==> config.mk <==
export PLATFORM = sky130hd
export DESIGN_NAME = regfile_op_sequencer_flat
export DESIGN_NICKNAME = d
export VERILOG_FILES = /design/src/rtl/regfile_op_sequencer_if.sv /design/src/rtl/regfile_op_sequencer.sv /design/src/flat_wrapper.sv
export SDC_FILE = /design/constraint.sdc
export NUM_CORES = 1
export LEC_CHECK = 0
export ABC_AREA = 1
export CORE_MARGIN = 3
export CORE_UTILIZATION = 51
export DETAILED_ROUTE_END_ITERATION = 12
export PLACE_DENSITY = 0.88
export SYNTH_ARGS = -nofsm -noshare
export SYNTH_HDL_FRONTEND = slang
export SYNTH_SLANG_ARGS = --single-unit
==> constraint.sdc <==
create_clock -name clk -period 4.9 [get_ports clk]
set_input_delay 0.49 -clock clk [delete_from_list [all_inputs] [get_ports clk]]
set_output_delay 0.49 -clock clk [all_outputs]
set_load 0.05 [all_outputs]
==> src/rtl/regfile_op_sequencer_if.sv <==
// Bundles the instruction handshake and the register-file port signals of the
// op sequencer; slave is the sequencer side, master is the upstream/RAM side.
interface regfile_op_sequencer_if #(
  parameter int Width        = 8,
  parameter int AddressWidth = 4
);
  logic                    in_valid;
  logic                    in_ready;
  logic [2:0]              in_op;
  logic [AddressWidth-1:0] in_rd;
  logic [AddressWidth-1:0] in_rs1;
  logic [AddressWidth-1:0] in_rs2;
  logic [Width-1:0]        in_imm;
  logic [AddressWidth-1:0] r1addr;
  logic [AddressWidth-1:0] r2addr;
  logic [Width-1:0]        Q1;
  logic [Width-1:0]        Q2;
  logic                    we;
  logic [AddressWidth-1:0] waddr;
  logic [Width-1:0]        D;
  logic                    done;
  logic                    carry;
  logic                    zero;

  modport slave (
    input  in_valid, in_op, in_rd, in_rs1, in_rs2, in_imm, Q1, Q2,
    output in_ready, r1addr, r2addr, we, waddr, D, done, carry, zero
  );

  modport master (
    output in_valid, in_op, in_rd, in_rs1, in_rs2, in_imm, Q1, Q2,
    input  in_ready, r1addr, r2addr, we, waddr, D, done, carry, zero
  );
endinterface

==> src/rtl/regfile_op_sequencer.sv <==
// Four-cycle read/execute/write-back sequencer driving a 2R1W register file
// with combinational read ports.
//
// state | meaning
// IDLE  | in_ready high, waiting for an instruction
// READ  | read addresses driven, operands captured at end of cycle
// EXEC  | ALU result and flags registered at end of cycle
// WRITE | single we/done pulse with D=result, waddr=rd
module regfile_op_sequencer #(
  parameter int Width        = 8,
  parameter int AddressWidth = 4
) (
  input logic                    clk,
  input logic                    rst,
  regfile_op_sequencer_if.slave  bus
);

  typedef enum logic [1:0] {
    IDLE  = 2'd0,
    READ  = 2'd1,
    EXEC  = 2'd2,
    WRITE = 2'd3
  } state_e;

  typedef enum logic [2:0] {
    OP_ADD = 3'd0,
    OP_SUB = 3'd1,
    OP_AND = 3'd2,
    OP_OR  = 3'd3,
    OP_XOR = 3'd4,
    OP_NOT = 3'd5,
    OP_MOV = 3'd6,
    OP_LDI = 3'd7
  } op_e;

  state_e                  state_q, state_d;
  logic [2:0]              op_q, op_d;
  logic [AddressWidth-1:0] rd_q, rd_d;
  logic [AddressWidth-1:0] rs1_q, rs1_d;
  logic [AddressWidth-1:0] rs2_q, rs2_d;
  logic [Width-1:0]        imm_q, imm_d;
  logic [Width-1:0]        a_q, a_d;
  logic [Width-1:0]        b_q, b_d;
  logic [Width-1:0]        result_q, result_d;
  logic                    carry_q, carry_d;
  logic                    zero_q, zero_d;

  logic                    in_ready;
  logic                    accept;
  logic [Width-1:0]        alu_res;
  logic                    alu_carry;
  logic [Width:0]          ext_sum;
  logic [Width:0]          ext_diff;

  assign accept = in_ready & bus.in_valid;

  // State register
  always_ff @(posedge clk) begin
    if (rst) begin
      state_q <= IDLE;
    end else begin
      state_q <= state_d;
    end
  end

  // Next-state logic
  always_comb begin
    state_d = state_q;
    case (state_q)
      IDLE:    if (accept) state_d = READ;
      READ:    state_d = EXEC;
      EXEC:    state_d = WRITE;
      WRITE:   state_d = IDLE;
      default: state_d = IDLE;
    endcase
  end

  // FSM outputs; gated with rst so a reset cycle never writes or accepts
  always_comb begin
    in_ready = 1'b0;
    bus.we   = 1'b0;
    bus.done = 1'b0;
    if (!rst) begin
      in_ready = (state_q == IDLE);
      bus.we   = (state_q == WRITE);
      bus.done = (state_q == WRITE);
    end
  end

  assign ext_sum  = {1'b0, a_q} + {1'b0, b_q};
  assign ext_diff = {1'b0, a_q} - {1'b0, b_q};

  always_comb begin
    alu_res   = '0;
    alu_carry = 1'b0;
    case (op_e'(op_q))
      OP_ADD: begin
        alu_res   = ext_sum[Width-1:0];
        alu_carry = ext_sum[Width];
      end
      OP_SUB: begin
        alu_res   = ext_diff[Width-1:0];
        alu_carry = ext_diff[Width];
      end
      OP_AND:  alu_res = a_q & b_q;
      OP_OR:   alu_res = a_q | b_q;
      OP_XOR:  alu_res = a_q ^ b_q;
      OP_NOT:  alu_res = ~a_q;
      OP_MOV:  alu_res = a_q;
      OP_LDI:  alu_res = imm_q;
      default: alu_res = '0;
    endcase
  end

  // Datapath next-state: latch on accept, operands in READ, result in EXEC
  always_comb begin
    op_d     = op_q;
    rd_d     = rd_q;
    rs1_d    = rs1_q;
    rs2_d    = rs2_q;
    imm_d    = imm_q;
    a_d      = a_q;
    b_d      = b_q;
    result_d = result_q;
    carry_d  = carry_q;
    zero_d   = zero_q;
    if (accept) begin
      op_d  = bus.in_op;
      rd_d  = bus.in_rd;
      rs1_d = bus.in_rs1;
      rs2_d = bus.in_rs2;
      imm_d = bus.in_imm;
    end
    if (state_q == READ) begin
      a_d = bus.Q1;
      b_d = bus.Q2;
    end
    if (state_q == EXEC) begin
      result_d = alu_res;
      carry_d  = alu_carry;
      zero_d   = (alu_res == '0);
    end
  end

  always_ff @(posedge clk) begin
    if (rst) begin
      op_q     <= '0;
      rd_q     <= '0;
      rs1_q    <= '0;
      rs2_q    <= '0;
      imm_q    <= '0;
      a_q      <= '0;
      b_q      <= '0;
      result_q <= '0;
      carry_q  <= 1'b0;
      zero_q   <= 1'b0;
    end else begin
      op_q     <= op_d;
      rd_q     <= rd_d;
      rs1_q    <= rs1_d;
      rs2_q    <= rs2_d;
      imm_q    <= imm_d;
      a_q      <= a_d;
      b_q      <= b_d;
      result_q <= result_d;
      carry_q  <= carry_d;
      zero_q   <= zero_d;
    end
  end

  assign bus.in_ready = in_ready;
  assign bus.r1addr   = rs1_q;
  assign bus.r2addr   = rs2_q;
  assign bus.waddr    = rd_q;
  assign bus.D        = result_q;
  assign bus.carry    = carry_q;
  assign bus.zero     = zero_q;

endmodule
==> src/flat_wrapper.sv <==
// flat-port wrapper written by rule: the top's interface ports become plain ports
module regfile_op_sequencer_flat 
#(
  parameter int Width        = 8,
  parameter int AddressWidth = 4
)
  (clk, rst, bus_in_valid, bus_in_op, bus_in_rd, bus_in_rs1, bus_in_rs2, bus_in_imm, bus_Q1, bus_Q2, bus_in_ready, bus_r1addr, bus_r2addr, bus_we, bus_waddr, bus_D, bus_done, bus_carry, bus_zero);
  regfile_op_sequencer_if #(.Width(Width), .AddressWidth(AddressWidth)) bus_i ();
  input logic clk;
  input logic rst;
  input wire logic [$bits(bus_i.in_valid)-1:0] bus_in_valid;
  input wire logic [$bits(bus_i.in_op)-1:0] bus_in_op;
  input wire logic [$bits(bus_i.in_rd)-1:0] bus_in_rd;
  input wire logic [$bits(bus_i.in_rs1)-1:0] bus_in_rs1;
  input wire logic [$bits(bus_i.in_rs2)-1:0] bus_in_rs2;
  input wire logic [$bits(bus_i.in_imm)-1:0] bus_in_imm;
  input wire logic [$bits(bus_i.Q1)-1:0] bus_Q1;
  input wire logic [$bits(bus_i.Q2)-1:0] bus_Q2;
  output wire logic [$bits(bus_i.in_ready)-1:0] bus_in_ready;
  output wire logic [$bits(bus_i.r1addr)-1:0] bus_r1addr;
  output wire logic [$bits(bus_i.r2addr)-1:0] bus_r2addr;
  output wire logic [$bits(bus_i.we)-1:0] bus_we;
  output wire logic [$bits(bus_i.waddr)-1:0] bus_waddr;
  output wire logic [$bits(bus_i.D)-1:0] bus_D;
  output wire logic [$bits(bus_i.done)-1:0] bus_done;
  output wire logic [$bits(bus_i.carry)-1:0] bus_carry;
  output wire logic [$bits(bus_i.zero)-1:0] bus_zero;
  assign bus_i.in_valid = bus_in_valid;
  assign bus_i.in_op = bus_in_op;
  assign bus_i.in_rd = bus_in_rd;
  assign bus_i.in_rs1 = bus_in_rs1;
  assign bus_i.in_rs2 = bus_in_rs2;
  assign bus_i.in_imm = bus_in_imm;
  assign bus_i.Q1 = bus_Q1;
  assign bus_i.Q2 = bus_Q2;
  assign bus_in_ready = bus_i.in_ready;
  assign bus_r1addr = bus_i.r1addr;
  assign bus_r2addr = bus_i.r2addr;
  assign bus_we = bus_i.we;
  assign bus_waddr = bus_i.waddr;
  assign bus_D = bus_i.D;
  assign bus_done = bus_i.done;
  assign bus_carry = bus_i.carry;
  assign bus_zero = bus_i.zero;
  regfile_op_sequencer #(.Width(Width), .AddressWidth(AddressWidth)) u_core (.clk(clk), .rst(rst), .bus(bus_i));
endmodule
-- Word level (Yosys, flattened, before mapping)
Cells that the tools add are included.
- add/sub/neg operators: 2
- equality and inequality tests: 11
- muxes and demuxes: 6
- bitwise gates (word level): 5
- reduce and logical (&&, ||, !) cells: 3
- operators with widths (operator ; number):
    8-bit case mux with 8 select lines ; 1
    3-bit equality test, second input constant ; 4
    8-bit by 8-bit adder with 9-bit output ; 1
    8-bit by 8-bit subtractor with 9-bit output ; 1
    8-bit AND ; 1
    8-bit zero test ; 1
    8-bit NOT ; 1
    8-bit OR ; 1
    2-bit case mux with 4 select lines ; 1
    8-bit bitwise XOR ; 1
    3-bit by 2-bit equality test with 1-bit output, second input constant ; 2
    2-bit equality test, second input constant ; 2
    3-bit by 1-bit equality test with 1-bit output, second input constant ; 1
    3-bit zero test ; 1
    2-bit by 1-bit equality test with 1-bit output, second input constant ; 1
    2-bit zero test ; 1
    1-bit two-way mux ; 2
    2-bit two-way mux ; 1
    2-bit by 1-bit != test with 1-bit output, second input constant ; 1
    1-bit case mux with 2 select lines ; 1
    1-bit AND ; 1
- flip-flop bits (word level): 51
- input bits: 42
- output and inout bits: 25
- word-level logic and storage cells: 38

-- Longest topological paths before layout
- depth after elaboration: 5
- depth in mapped cells: 15
- gate-level depth less buffers: 15

-- Worst setup path before layout
No wires, ideal clock.
- path type: register to register
- start: register u_core.state_q[0]
- end: register u_core.rs1_q[0] (netlist: u_core.bus.r1addr[0])
- setup time: 0.060 ns
- arrival: 2.141 ns
- required time: 4.840 ns
- slack: 2.699 ns
- cell stages (with the launch flop): 10
- path buffers: 1
- clock period less this slack: 2.201 ns
- cell sequence: dfxtp_1 > inv_1 > ha_1 > inv_1 > nor2_1 > nand2_1 > inv_1 > clkbuf_1 > nand2_1 > nand2_1
- longest elaborated chain between the ends: 3
- ends and longest elaborated chain (item ; line ; RTL):
    from (decl) ; regfile_op_sequencer.sv:36 ; state_e state_q, state_d;
    from (signal assigned) ; regfile_op_sequencer.sv:62 ; state_q <= state_d;
    2-bit zero test ; regfile_op_sequencer.sv:84 ; in_ready = (state_q == IDLE);
    1-bit two-way mux ; regfile_op_sequencer.sv:83 ; if (!rst) begin
    named net bus_in_ready ; flat_wrapper.sv:19 ; output wire logic [$bits(bus_i.in_ready)-1:0] bus_in_ready;
    1-bit AND ; regfile_op_sequencer.sv:55 ; assign accept = in_ready & bus.in_valid;
    to (signal assigned) ; regfile_op_sequencer.sv:160 ; rs1_q <= rs1_d;
    to (decl) ; regfile_op_sequencer.sv:39 ; logic [AddressWidth-1:0] rs1_q, rs1_d;
The timed path passes the listed nets, and every way through them passes these cells.
A chain may end at the register's enable or synchronous reset.

-- Final worst setup path
- start: input port rst
- end: register u_core.state_q[1]
- longest elaborated chain between the ends: 3
- ends and longest elaborated chain (item ; line ; RTL):
    from (decl) ; flat_wrapper.sv:10 ; input logic rst;
    1-bit two-way mux ; regfile_op_sequencer.sv:83 ;
    1-bit AND ; regfile_op_sequencer.sv:55 ;
    2-bit by 1-bit != test with 1-bit output (no line) ; n/a ;
Several ways; a longest one is shown, not always the timed one.

==> results.txt <==
layout cells sized above 1 - 2.98%
leakage - 1.85 nW
CTS Buf Count - 5
synth warn - 0
Worst Tran Pin Value - 1.21 ns
commonest non-fill, non-tap cell in the layout - nand2_1
Crit. End Element - register
Post-Syn Area - 3180 um2
first-pass GRT wire length - 14,000 um
cts hold-fix bufs - 0
area of the multi-input gates - 1850 um2
Final nets - 609
slowest stage cell, crit path - clkdlybuf4s50_1
post-synth net total - 556
total power - 2.22 mW
CTS tree - yes
initial antenna violation count - 0
Synth Register Bits - 51
Final Max Tran Viols - 0
die height - 85.0 um
fmax - 0.385 GHz
die area - 7220 um2
fin crit period - 2.60 ns
most frequent cells in the layout - nand2_1, clkdlybuf4s50_1, inv_1
DR vias - 3,337
clk_skew - 0.00840 ns
Seq/Total Area, Yosys - 32.1%
status - completed
Setup CP Type - in -> reg
detailed placement HPWL - 6420 um
Total GRT Usage - 23.3%
Most common cell on crit path - nor2_1
top-area cell type share of the netlist area - 32.1%
PD cells - 556 nW/um2
Die X - 85.0 um
worst endpoint required time - 5.14 ns
final setup TNS - 0 ns
Initial Util - 53.1%
crit path from - rst
post-synthesis cell count - 483
DR iter-0 viols - 241
# rows - 28
Final period util - 53.1%
later-pin clock latency in the skew report - 0.31 ns
RSZ-0062 raised after global routing - no
DR WL/cell - 13.8 um
Final GP Congestion - 0.927
post-cts resize count - 0
number of global-route vias before repair - 3,220
diode count - 0
ANT nets after route - 0
# setup viols final - 0
sequential cell area - 1020 um2
Root Driver - clkbuf_8
vias per cell - 5.45
GRT Residual Overflow - 0
total I/O pin count - 67
CP peak stage delay - 0.59 ns
Max Cap Viol - 0
crit path DAT - 2.84 ns
PortBufs - 66
Post-CTS Setup Repair Bufs - 0
Worst-path clk slew - 0.10 ns
worst hold-check path type - reg -> reg
Util after Layout - 66.5%
peak supply drop - 0.000291 V
CP cell instances - clkdlybuf4s50_1 -> nor2_1 -> nand2_1 -> inv_1 -> nor2_1 -> o21ai_0 -> a21oi_1
Crit Reg-Reg Startpoint - u_core.state_q[0]
Final Hold Fails - 0
largest net degree at the start of global routing - 48
mean area per synthesized cell - 6.58 um2
count of cell types in the netlist - 23
Worst slew margin - 19.4%
routed wire length - 8430 um
# clock sinks - 51
Bufs on Longest Clock Path - 2
CP startpoint kind - input port
core area - 5990 um2
largest cells by area after synthesis - dfxtp_1, nand2_1, ha_1, nand3_1, inv_1
Fill cells - 553
DRC viols - 0
drt pass-1 iters - 5
Area Growth Syn to Fin - 25.4%
critical-path maximum fanout - 27
H-tree Lvls - 2
Hold Startpoint - u_core.bus.r1addr[0]
area leader, netlist - dfxtp_1
[power by group]
part / leakage, nW / internal [mW] / switching, mW
clock network: 0.0703 / 0.207 / 0.151
logic: 1.36 / 0.405 / 0.834
registers: 0.419 / 0.530 / 0.0880
[critical path: cells and delay by family]
| kind | cells | cell delay, ns |
|---|---|---|
| AOI/OAI and AO/OA | 2 | 0.28 |
| buffers and inverters | 2 | 1.08 |
| and+or+nand+nor | 3 | 0.98 |
[through the flow]
| stage | std cells | setup WS, ns | area [um2] | hold slack [ns] |
|---|---|---|---|---|
| 2_1_floorplan | 483 | 2.70 | 3180 | 0.445 |
| 6_report | 612 | 2.30 | 3990 | 0.468 |
| 3_5_place_dp | 604 | 1.94 | 3850 | 0.456 |
| 3_3_place_gp | 604 | 1.97 | 3850 | 0.454 |
| 5_1_grt | 612 | 2.00 | 3990 | 0.489 |
| 4_1_cts | 612 | 2.27 | 3990 | 0.470 |
[final timing paths]
kind                            cells past startpoint              endpoint  slack, ns
worst max-delay path                                7     u_core.state_q[1]       2.30
worst min-delay path                                2  u_core.bus.r1addr[0]       0.47
worst max register to register                      9     u_core.state_q[1]       2.36
worst min register to register                      2  u_core.bus.r1addr[0]       0.47
[cells by family (layout without fill, tap and decap cells)]
group                      count (synthesis)  after routing  synth area share (%)
AOI/OAI and AO/OA                         82             82                  13.1
adders and majority gates                 31             31                  12.7
xor gates and xnor gates                   1              1                 0.276
and+or+nand+nor                          239            239                  32.1
buffers and inverters                     79            133                  9.72
DFF                                       51             51                  32.1
[per-layer routing]
layer	global-route usage [%]	wire (um)	up-vias
li1	-	-	1670
met3	5.83	663	20
met5	0	0	-
met1	28.9	3520	1500
met4	8.63	172	0
met2	39.1	4070	147
[cells in the mapped netlist]
cell	n
nand4_1	15
nand2_1	126
buf_1	1
clkbuf_1	13
buf_4	2
or2_2	2
nor2_1	36
a21oi_1	40
nor3_1	7
nor2_2	1
inv_1	54
dfxtp_1	51
o211ai_1	2
xor2_1	1
o21ai_0	39
fa_1	2
a211oi_1	1
nand3_1	50
and2_1	1
buf_2	4
nand3b_1	1
ha_1	29
inv_2	5
[sequential cells by signal, indices dropped and copies added (netlist names)]
signal,cells
u_core.bus.D,8
u_core.op_q,3
u_core.b_q,8
u_core.bus.zero,1
u_core.bus.carry,1
u_core.imm_q,8
u_core.bus.r1addr,4
u_core.bus.waddr,4
u_core.state_q,2
u_core.bus.r2addr,4
u_core.a_q,8
[final cells by class]
class                   instances  share of cell area (%)
flip-flops and latches         51                    25.6
clock buffers                   5                    1.73
inverters                      59                    5.56
multi-input cells             353                    46.4
well taps                      75                    2.35
clock inverters                 3                    1.79
repair buffers                 66                    16.6
No activity file was read; power rests on OpenSTA's default activity.
